`src/rtl/mem_port_arbiter_if.sv`:
```
// Signal bundle between the RV64 pipeline (fetch and load/store paths), the
// memory port arbiter and the shared 64-bit memory bus.
interface mem_port_arbiter_if #(
   parameter int ADDR_W = 64,
   parameter int DATA_W = 64
);

   logic              if_req;
   logic [ADDR_W-1:0] if_addr;
   logic              if_flush;
   logic              if_valid;
   logic [31:0]       if_inst;
   logic              if_stall;

   logic              d_req;
   logic              d_we;
   logic [ADDR_W-1:0] d_addr;
   logic [DATA_W-1:0] d_wdata;
   logic [7:0]        d_wstrb;
   logic              d_valid;
   logic [DATA_W-1:0] d_rdata;
   logic              d_stall;

   logic              bus_req;
   logic              bus_we;
   logic [ADDR_W-1:0] bus_addr;
   logic [DATA_W-1:0] bus_wdata;
   logic [7:0]        bus_wstrb;
   logic              bus_ready;
   logic [DATA_W-1:0] bus_rdata;

   // The arbiter is the bus master; the pipeline and memory sit on the slave side
   modport master (
      input  if_req, if_addr, if_flush,
      output if_valid, if_inst, if_stall,
      input  d_req, d_we, d_addr, d_wdata, d_wstrb,
      output d_valid, d_rdata, d_stall,
      output bus_req, bus_we, bus_addr, bus_wdata, bus_wstrb,
      input  bus_ready, bus_rdata
   );

   modport slave (
      output if_req, if_addr, if_flush,
      input  if_valid, if_inst, if_stall,
      output d_req, d_we, d_addr, d_wdata, d_wstrb,
      input  d_valid, d_rdata, d_stall,
      input  bus_req, bus_we, bus_addr, bus_wdata, bus_wstrb,
      output bus_ready, bus_rdata
   );

endinterface

```
`src/rtl/mem_port_arbiter.sv`:
```
// Round-robin arbiter sharing one 64-bit memory bus between instruction fetch
// and load/store, with stall generation and discard of flushed fetches.
module mem_port_arbiter #(
   parameter int ADDR_W = 64,
   parameter int DATA_W = 64
) (
   input logic             clk,
   input logic             rst,
   mem_port_arbiter_if.master port
);

   typedef enum logic [1:0] {IDLE, IF_BUSY, D_BUSY} state_t;
   typedef enum logic {GRANT_IF, GRANT_D} grant_t;

   state_t            state_q, state_d;
   grant_t            lastGrant_q, lastGrant_d;
   logic              drop_q, drop_d;
   logic              ifHalf_q, ifHalf_d;
   logic              busReq_q, busReq_d;
   logic              busWe_q, busWe_d;
   logic [ADDR_W-1:0] busAddr_q, busAddr_d;
   logic [DATA_W-1:0] busWdata_q, busWdata_d;
   logic [7:0]        busWstrb_q, busWstrb_d;

   logic fetchOk;
   logic grantIf;
   logic grantD;
   logic ifValid;
   logic dValid;

   always_ff @(posedge clk) begin
      if (rst) begin
         state_q     <= IDLE;
         lastGrant_q <= GRANT_IF;
         drop_q      <= 1'b0;
         ifHalf_q    <= 1'b0;
         busReq_q    <= 1'b0;
         busWe_q     <= 1'b0;
         busAddr_q   <= '0;
         busWdata_q  <= '0;
         busWstrb_q  <= '0;
      end else begin
         state_q     <= state_d;
         lastGrant_q <= lastGrant_d;
         drop_q      <= drop_d;
         ifHalf_q    <= ifHalf_d;
         busReq_q    <= busReq_d;
         busWe_q     <= busWe_d;
         busAddr_q   <= busAddr_d;
         busWdata_q  <= busWdata_d;
         busWstrb_q  <= busWstrb_d;
      end
   end

   // A grant can only happen from IDLE, so back-to-back transactions always
   // see one idle cycle; a flushed fetch is never granted in its flush cycle.
   always_comb begin
      state_d     = state_q;
      lastGrant_d = lastGrant_q;
      drop_d      = drop_q;
      ifHalf_d    = ifHalf_q;
      busReq_d    = busReq_q;
      busWe_d     = busWe_q;
      busAddr_d   = busAddr_q;
      busWdata_d  = busWdata_q;
      busWstrb_d  = busWstrb_q;
      fetchOk     = port.if_req & ~port.if_flush;
      grantIf     = 1'b0;
      grantD      = 1'b0;

      case (state_q)
         IDLE: begin
            if (fetchOk && port.d_req) begin
               grantD  = (lastGrant_q == GRANT_IF);
               grantIf = (lastGrant_q == GRANT_D);
            end else begin
               grantIf = fetchOk;
               grantD  = port.d_req;
            end

            if (grantIf) begin
               state_d     = IF_BUSY;
               lastGrant_d = GRANT_IF;
               busReq_d    = 1'b1;
               busWe_d     = 1'b0;
               busAddr_d   = port.if_addr;
               busWdata_d  = '0;
               busWstrb_d  = '0;
               ifHalf_d    = port.if_addr[2];
            end else if (grantD) begin
               state_d     = D_BUSY;
               lastGrant_d = GRANT_D;
               busReq_d    = 1'b1;
               busWe_d     = port.d_we;
               busAddr_d   = port.d_addr;
               busWdata_d  = port.d_wdata;
               busWstrb_d  = port.d_we ? port.d_wstrb : 8'h00;
            end
         end

         // The bus cannot abort, so a flush only marks the fetch for discard
         IF_BUSY: begin
            if (port.bus_ready) begin
               state_d  = IDLE;
               busReq_d = 1'b0;
               drop_d   = 1'b0;
            end else if (port.if_flush) begin
               drop_d = 1'b1;
            end
         end

         D_BUSY: begin
            if (port.bus_ready) begin
               state_d  = IDLE;
               busReq_d = 1'b0;
            end
         end

         default: begin
            state_d  = IDLE;
            busReq_d = 1'b0;
            drop_d   = 1'b0;
         end
      endcase
   end

   always_comb begin
      ifValid = (state_q == IF_BUSY) & port.bus_ready & ~drop_q & ~port.if_flush;
      dValid  = (state_q == D_BUSY) & port.bus_ready;

      port.if_valid  = ifValid;
      port.if_inst   = ifHalf_q ? port.bus_rdata[63:32] : port.bus_rdata[31:0];
      port.if_stall  = port.if_req & ~ifValid;
      port.d_valid   = dValid;
      port.d_rdata   = port.bus_rdata;
      port.d_stall   = port.d_req & ~dValid;

      port.bus_req   = busReq_q;
      port.bus_we    = busWe_q;
      port.bus_addr  = busAddr_q;
      port.bus_wdata = busWdata_q;
      port.bus_wstrb = busWstrb_q;
   end

endmodule
```
`src/flat_wrapper.sv`:
```
// flat-port wrapper written by rule: the top's interface ports become plain ports
module mem_port_arbiter_flat 
#(
   parameter int ADDR_W = 64,
   parameter int DATA_W = 64
)
  (clk, rst, port_if_req, port_if_addr, port_if_flush, port_if_valid, port_if_inst, port_if_stall, port_d_req, port_d_we, port_d_addr, port_d_wdata, port_d_wstrb, port_d_valid, port_d_rdata, port_d_stall, port_bus_req, port_bus_we, port_bus_addr, port_bus_wdata, port_bus_wstrb, port_bus_ready, port_bus_rdata);
  mem_port_arbiter_if #(.ADDR_W(ADDR_W), .DATA_W(DATA_W)) port_i ();
  input logic clk;
  input logic rst;
  input wire logic [$bits(port_i.if_req)-1:0] port_if_req;
  input wire logic [$bits(port_i.if_addr)-1:0] port_if_addr;
  input wire logic [$bits(port_i.if_flush)-1:0] port_if_flush;
  output wire logic [$bits(port_i.if_valid)-1:0] port_if_valid;
  output wire logic [$bits(port_i.if_inst)-1:0] port_if_inst;
  output wire logic [$bits(port_i.if_stall)-1:0] port_if_stall;
  input wire logic [$bits(port_i.d_req)-1:0] port_d_req;
  input wire logic [$bits(port_i.d_we)-1:0] port_d_we;
  input wire logic [$bits(port_i.d_addr)-1:0] port_d_addr;
  input wire logic [$bits(port_i.d_wdata)-1:0] port_d_wdata;
  input wire logic [$bits(port_i.d_wstrb)-1:0] port_d_wstrb;
  output wire logic [$bits(port_i.d_valid)-1:0] port_d_valid;
  output wire logic [$bits(port_i.d_rdata)-1:0] port_d_rdata;
  output wire logic [$bits(port_i.d_stall)-1:0] port_d_stall;
  output wire logic [$bits(port_i.bus_req)-1:0] port_bus_req;
  output wire logic [$bits(port_i.bus_we)-1:0] port_bus_we;
  output wire logic [$bits(port_i.bus_addr)-1:0] port_bus_addr;
  output wire logic [$bits(port_i.bus_wdata)-1:0] port_bus_wdata;
  output wire logic [$bits(port_i.bus_wstrb)-1:0] port_bus_wstrb;
  input wire logic [$bits(port_i.bus_ready)-1:0] port_bus_ready;
  input wire logic [$bits(port_i.bus_rdata)-1:0] port_bus_rdata;
  assign port_i.if_req = port_if_req;
  assign port_i.if_addr = port_if_addr;
  assign port_i.if_flush = port_if_flush;
  assign port_if_valid = port_i.if_valid;
  assign port_if_inst = port_i.if_inst;
  assign port_if_stall = port_i.if_stall;
  assign port_i.d_req = port_d_req;
  assign port_i.d_we = port_d_we;
  assign port_i.d_addr = port_d_addr;
  assign port_i.d_wdata = port_d_wdata;
  assign port_i.d_wstrb = port_d_wstrb;
  assign port_d_valid = port_i.d_valid;
  assign port_d_rdata = port_i.d_rdata;
  assign port_d_stall = port_i.d_stall;
  assign port_bus_req = port_i.bus_req;
  assign port_bus_we = port_i.bus_we;
  assign port_bus_addr = port_i.bus_addr;
  assign port_bus_wdata = port_i.bus_wdata;
  assign port_bus_wstrb = port_i.bus_wstrb;
  assign port_i.bus_ready = port_bus_ready;
  assign port_i.bus_rdata = port_bus_rdata;
  mem_port_arbiter #(.ADDR_W(ADDR_W), .DATA_W(DATA_W)) u_core (.clk(clk), .rst(rst), .port(port_i));
endmodule
```
`config.mk`:
```
export PLATFORM = sky130hd
export DESIGN_NAME = mem_port_arbiter_flat
export DESIGN_NICKNAME = d
export VERILOG_FILES = /design/src/rtl/mem_port_arbiter_if.sv /design/src/rtl/mem_port_arbiter.sv /design/src/flat_wrapper.sv
export SDC_FILE = /design/constraint.sdc
export NUM_CORES = 1
export LEC_CHECK = 0
export ABC_AREA = 0
export BUFFER_PORTS_ARGS = -buffer_cell sky130_fd_sc_hd__buf_2
export CAP_MARGIN = 10
export CELL_PAD_IN_SITES_DETAIL_PLACEMENT = 1
export CELL_PAD_IN_SITES_GLOBAL_PLACEMENT = 2
export CORE_AREA = 2 2 197 199
export CTS_CLUSTER_DIAMETER = 200
export DETAILED_ROUTE_END_ITERATION = 10
export DIE_AREA = 0 0 199 201
export PLACE_DENSITY_LB_ADDON = 0.1
export SKIP_LAST_GASP = 1
export SYNTH_ARGS = -nofsm -noshare
export SYNTH_HDL_FRONTEND = slang
export SYNTH_SLANG_ARGS = --single-unit
export TNS_END_PERCENT = 30
```
`constraint.sdc`:
```
create_clock -name clk -period 4.6 [get_ports clk]
set_input_delay 0.92 -clock clk [delete_from_list [all_inputs] [get_ports clk]]
set_output_delay 0.92 -clock clk [all_outputs]
set_load 0.01 [all_outputs]
```
==> results by group <==
Clock tree
  • Clk sink count: 143
  • CTS resizes: 0
  • Max clock buf depth: 2
  • Num CTS Buffers: 17
  • Root Buffer: clkbuf_16
  • Cts hold-fix bufs: 0
  • Clk_lat worst skew: 0.44 ns
  • TritonCTS clock tree: built
  • Post-CTS Setup Inserts: 0
  • Htree depth: 4
  • Clock-pin slew on the worst setup and hold paths: 0.06 ns

Timing
  • Final setup fails: 0
  • Fin Clk Skew: 0.007875 ns
  • Unrepaired setup endpoints after global routing: false
  • Max Clk Rate: 0.3731 GHz
  • Final Hold Viols: 0
  • Final Critical Period: 2.680 ns
  • Setup ws final: 1.920 ns
  • Slew headroom: 30.18%
  • Tcrit/Tclk final: 58.27%
  • Setup_tns: 0 ns
  • Worst-Margin Slew: 1.043 ns
  • Slew Viols, Final: 0

Worst setup path
  • Critical Path Source Type: input port
  • CP most frequent cell: buf_2
  • CP endpoint kind: output pin
  • Required @ worst endpoint: 3.68 ns
  • CP peak stage delay: 0.44 ns
  • CP Class: input port to output pin
  • Crit. Startpoint: port_bus_ready
  • Worst reg2reg path startpoint: u_core.state_q[0]
  • Critical Path AT: 1.76 ns
  • Crit-path cells: buf_2 -> nor4bb_1 -> nor2b_1 -> buf_2
  • Crit-path max FO: 5
  • Slowest stage cell, crit path: nor4bb_1

Yosys
  • Cell count after synthesis: 817
  • Top cell type's share of synthesized area: 43.60%
  • Leading area contributor after synthesis: dfxtp_1
  • Mapped Avg Cell Area: 8.037 um2
  • Synth warnings: 0
  • Syn Nets: 1091
  • Seq/Total Area, Yosys: 43.60%
  • Netlist Area Pre-Place: 6566 um2
  • Synth Register Bits: 143
  • Netlist cell types: 30
  • Synth area leaders: dfxtp_1, nand2_1, a311oi_1

GRT
  • Vias in the first global route: 7492
  • Total global-route track usage: 16.50%
  • Grt total ovfl: 0
  • Global-route wire length before repair: 48.51 mm
  • Maximum number of pins on one net before global-route repair: 95
  • Antenna violations before repair: 13

Die
  • Die footprint: 40000 um2
  • Die Span X: 199 um
  • Die height: 201 um
  • Core ar.: 38110 um2
  • Row count: 72
  • Initial Util: 17.23%
  • # IOs: 509

Worst hold path
  • Hold Path Origin: u_core.port.bus_wdata[11]
  • Min-Delay Path Class: register to register

Placed design
  • Gp weighted congestion: 0.7471
  • Post-placement cell count: 1716
  • Dpl ws: 1.643 ns
  • Detailed placer's ending HPWL: 25.37 mm
  • IO Port Bufs: 508

Pwr
  • Worst vdd ir: 0.0002348 V
  • Total power: 0.003744 W
  • P_leak: 4.637 nW
  • Pwr/cell area: 386.9 nW/um2

Detailed routing
  • Residual DRC count: 0
  • Routed vias/inst: 4.151
  • Detailed-route wire length per cell: 19.40 um
  • First-pass DRT Iterations: 4
  • DRT Wirelength: 34.01 mm
  • First DRT Iteration DRCs: 231
  • Final antenna-violating net count: 0
  • Via Count: 7276

Layout
  • Final Net Count: 1491
  • Layout cells sized above 1: 47.72%
  • Final Util: 25.40%
  • Area grow syn2layout: 47.39%
  • Filler Cell Count: 4712
  • Layout Cells excl Fill: 1753

Outcome
  • Status: completed

Run
  • Number of max-cap violations: 0
==> sequential cells by signal, indices dropped and copies added (netlist names) <==
signal and flops:
u_core.ifHalf_q 1, u_core.port.bus_req 1, u_core.port.bus_addr 64, u_core.port.bus_we 1, u_core.drop_q 1, u_core.lastGrant_q 1
u_core.port.bus_wdata 64, u_core.port.bus_wstrb 8, u_core.state_q 2
==> cells in the final DEF (no fill, tap or decap), types with 2 or more instances in the layout <==
| cell type | netlist | final |
|---|---|---|
| mux2_2 | 32 | 32 |
| a22oi_1 | 8 | 8 |
| nand2b_1 | 2 | 2 |
| o21ai_0 | 3 | 2 |
| buf_12 | 0 | 5 |
| inv_6 | 0 | 8 |
| buf_4 | 65 | 5 |
| clkbuf_16 | 0 | 17 |
| nor2b_1 | 3 | 3 |
| a311oi_1 | 64 | 64 |
| diode_2 | 0 | 5 |
| clkinvlp_4 | 0 | 4 |
| clkinv_4 | 0 | 2 |
| a21oi_1 | 70 | 70 |
| nand3_1 | 67 | 67 |
| buf_2 | 37 | 507 |
| o21ai_4 | 0 | 2 |
| ha_1 | 3 | 3 |
| a211oi_1 | 2 | 2 |
| inv_1 | 4 | 4 |
| nand2_1 | 193 | 193 |
| dfxtp_1 | 143 | 143 |
| nor2_1 | 75 | 75 |
==> kinds of logic (layout without fill, tap and decap cells) <==
| kind of cell | count (synthesis) | after routing | share of synthesized area, % |
|---|---|---|---|
| multiplexers | 32 | 32 | 5.488 |
| buffers and inverters | 141 | 554 | 12.94 |
| AO/OA/AOI/OAI | 152 | 152 | 15.89 |
| adder cells (fa/ha/maj) | 3 | 3 | 0.5717 |
| flip-flops | 143 | 143 | 43.60 |
| other | 0 | 5 | 0 |
| AND/OR/NAND/NOR | 346 | 346 | 21.51 |
==> final timing paths <==
check | cells past startpoint | slack, ns | endpoint
setup / recovery | 4 | 1.92 | port_if_stall
hold / removal | 2 | 0.45 | u_core.port.bus_wdata[11]
setup reg to reg | 6 | 2.47 | u_core.port.bus_addr[26]
hold reg to reg | 2 | 0.45 | u_core.port.bus_wdata[11]
==> through the flow <==
stage          hold slack, ns  area [um2]
6_report               0.4459        9678
5_1_grt                0.4698        9671
4_1_cts                0.4509        9666
3_3_place_gp           0.4370        9092
2_1_floorplan          0.4636        6566
3_5_place_dp           0.4417        9092
==> critical path: cells and delay by family <==
kind | cells | cell delay (ns)
buf+inv | 2 | 0.29
simple gates | 2 | 0.54
==> metal layers <==
layer  part of all wire [%]  wire length, um  up-vias  global-route usage (%)
met1                     37            12450     3384                   16.69
met3                    7.9             2677       49                   5.813
met2                     52            17800      294                   30.51
met5                   0.25               85        -                       0
li1                       -                -     3535                       -
met4                    2.9              999       14                   6.636
==> cells in the mapped netlist <==
| cell type | n |
|---|---|
| buf_2 | 37 |
| nor2_1 | 75 |
| a31oi_1 | 1 |
| or3_1 | 1 |
| a211oi_1 | 2 |
| nand3_1 | 67 |
| buf_6 | 4 |
| a311oi_1 | 64 |
| ha_1 | 3 |
| o21ai_2 | 1 |
| o21ai_0 | 3 |
| dfxtp_1 | 143 |
| clkbuf_1 | 30 |
| nor4bb_1 | 1 |
| or2_2 | 1 |
| nand4_1 | 1 |
| a21boi_2 | 1 |
| a21oi_1 | 70 |
| nor2b_1 | 3 |
| nand2_1 | 193 |
| a221oi_1 | 1 |
| inv_2 | 1 |
| buf_4 | 65 |
| inv_1 | 4 |
| mux2_2 | 32 |
| and2_1 | 1 |
| nor3_1 | 1 |
| nand2b_1 | 2 |
| a22oi_1 | 8 |
| o21a_1 | 1 |
==> layout make-up <==
cell class	instances	area (um2)	area share, %
multi-input combinational	533	2888	29.84
sequential	143	2863	29.58
timing repair buffer	517	2675	27.64
tap	518	648.1	6.697
clock buffer	17	425.4	4.396
clock inverter	15	147.6	1.526
inverter	5	18.77	0.1939
antenna	5	12.51	0.1293
==> power breakdown <==
part | total (W) | internal [W] | switching [W]
registers | 0.00144 | 0.00137 | 0.0000638
logic | 0.000906 | 0.000359 | 0.000547
clock network | 0.00140 | 0.000759 | 0.000643
Power figures use the tool's default switching activity.
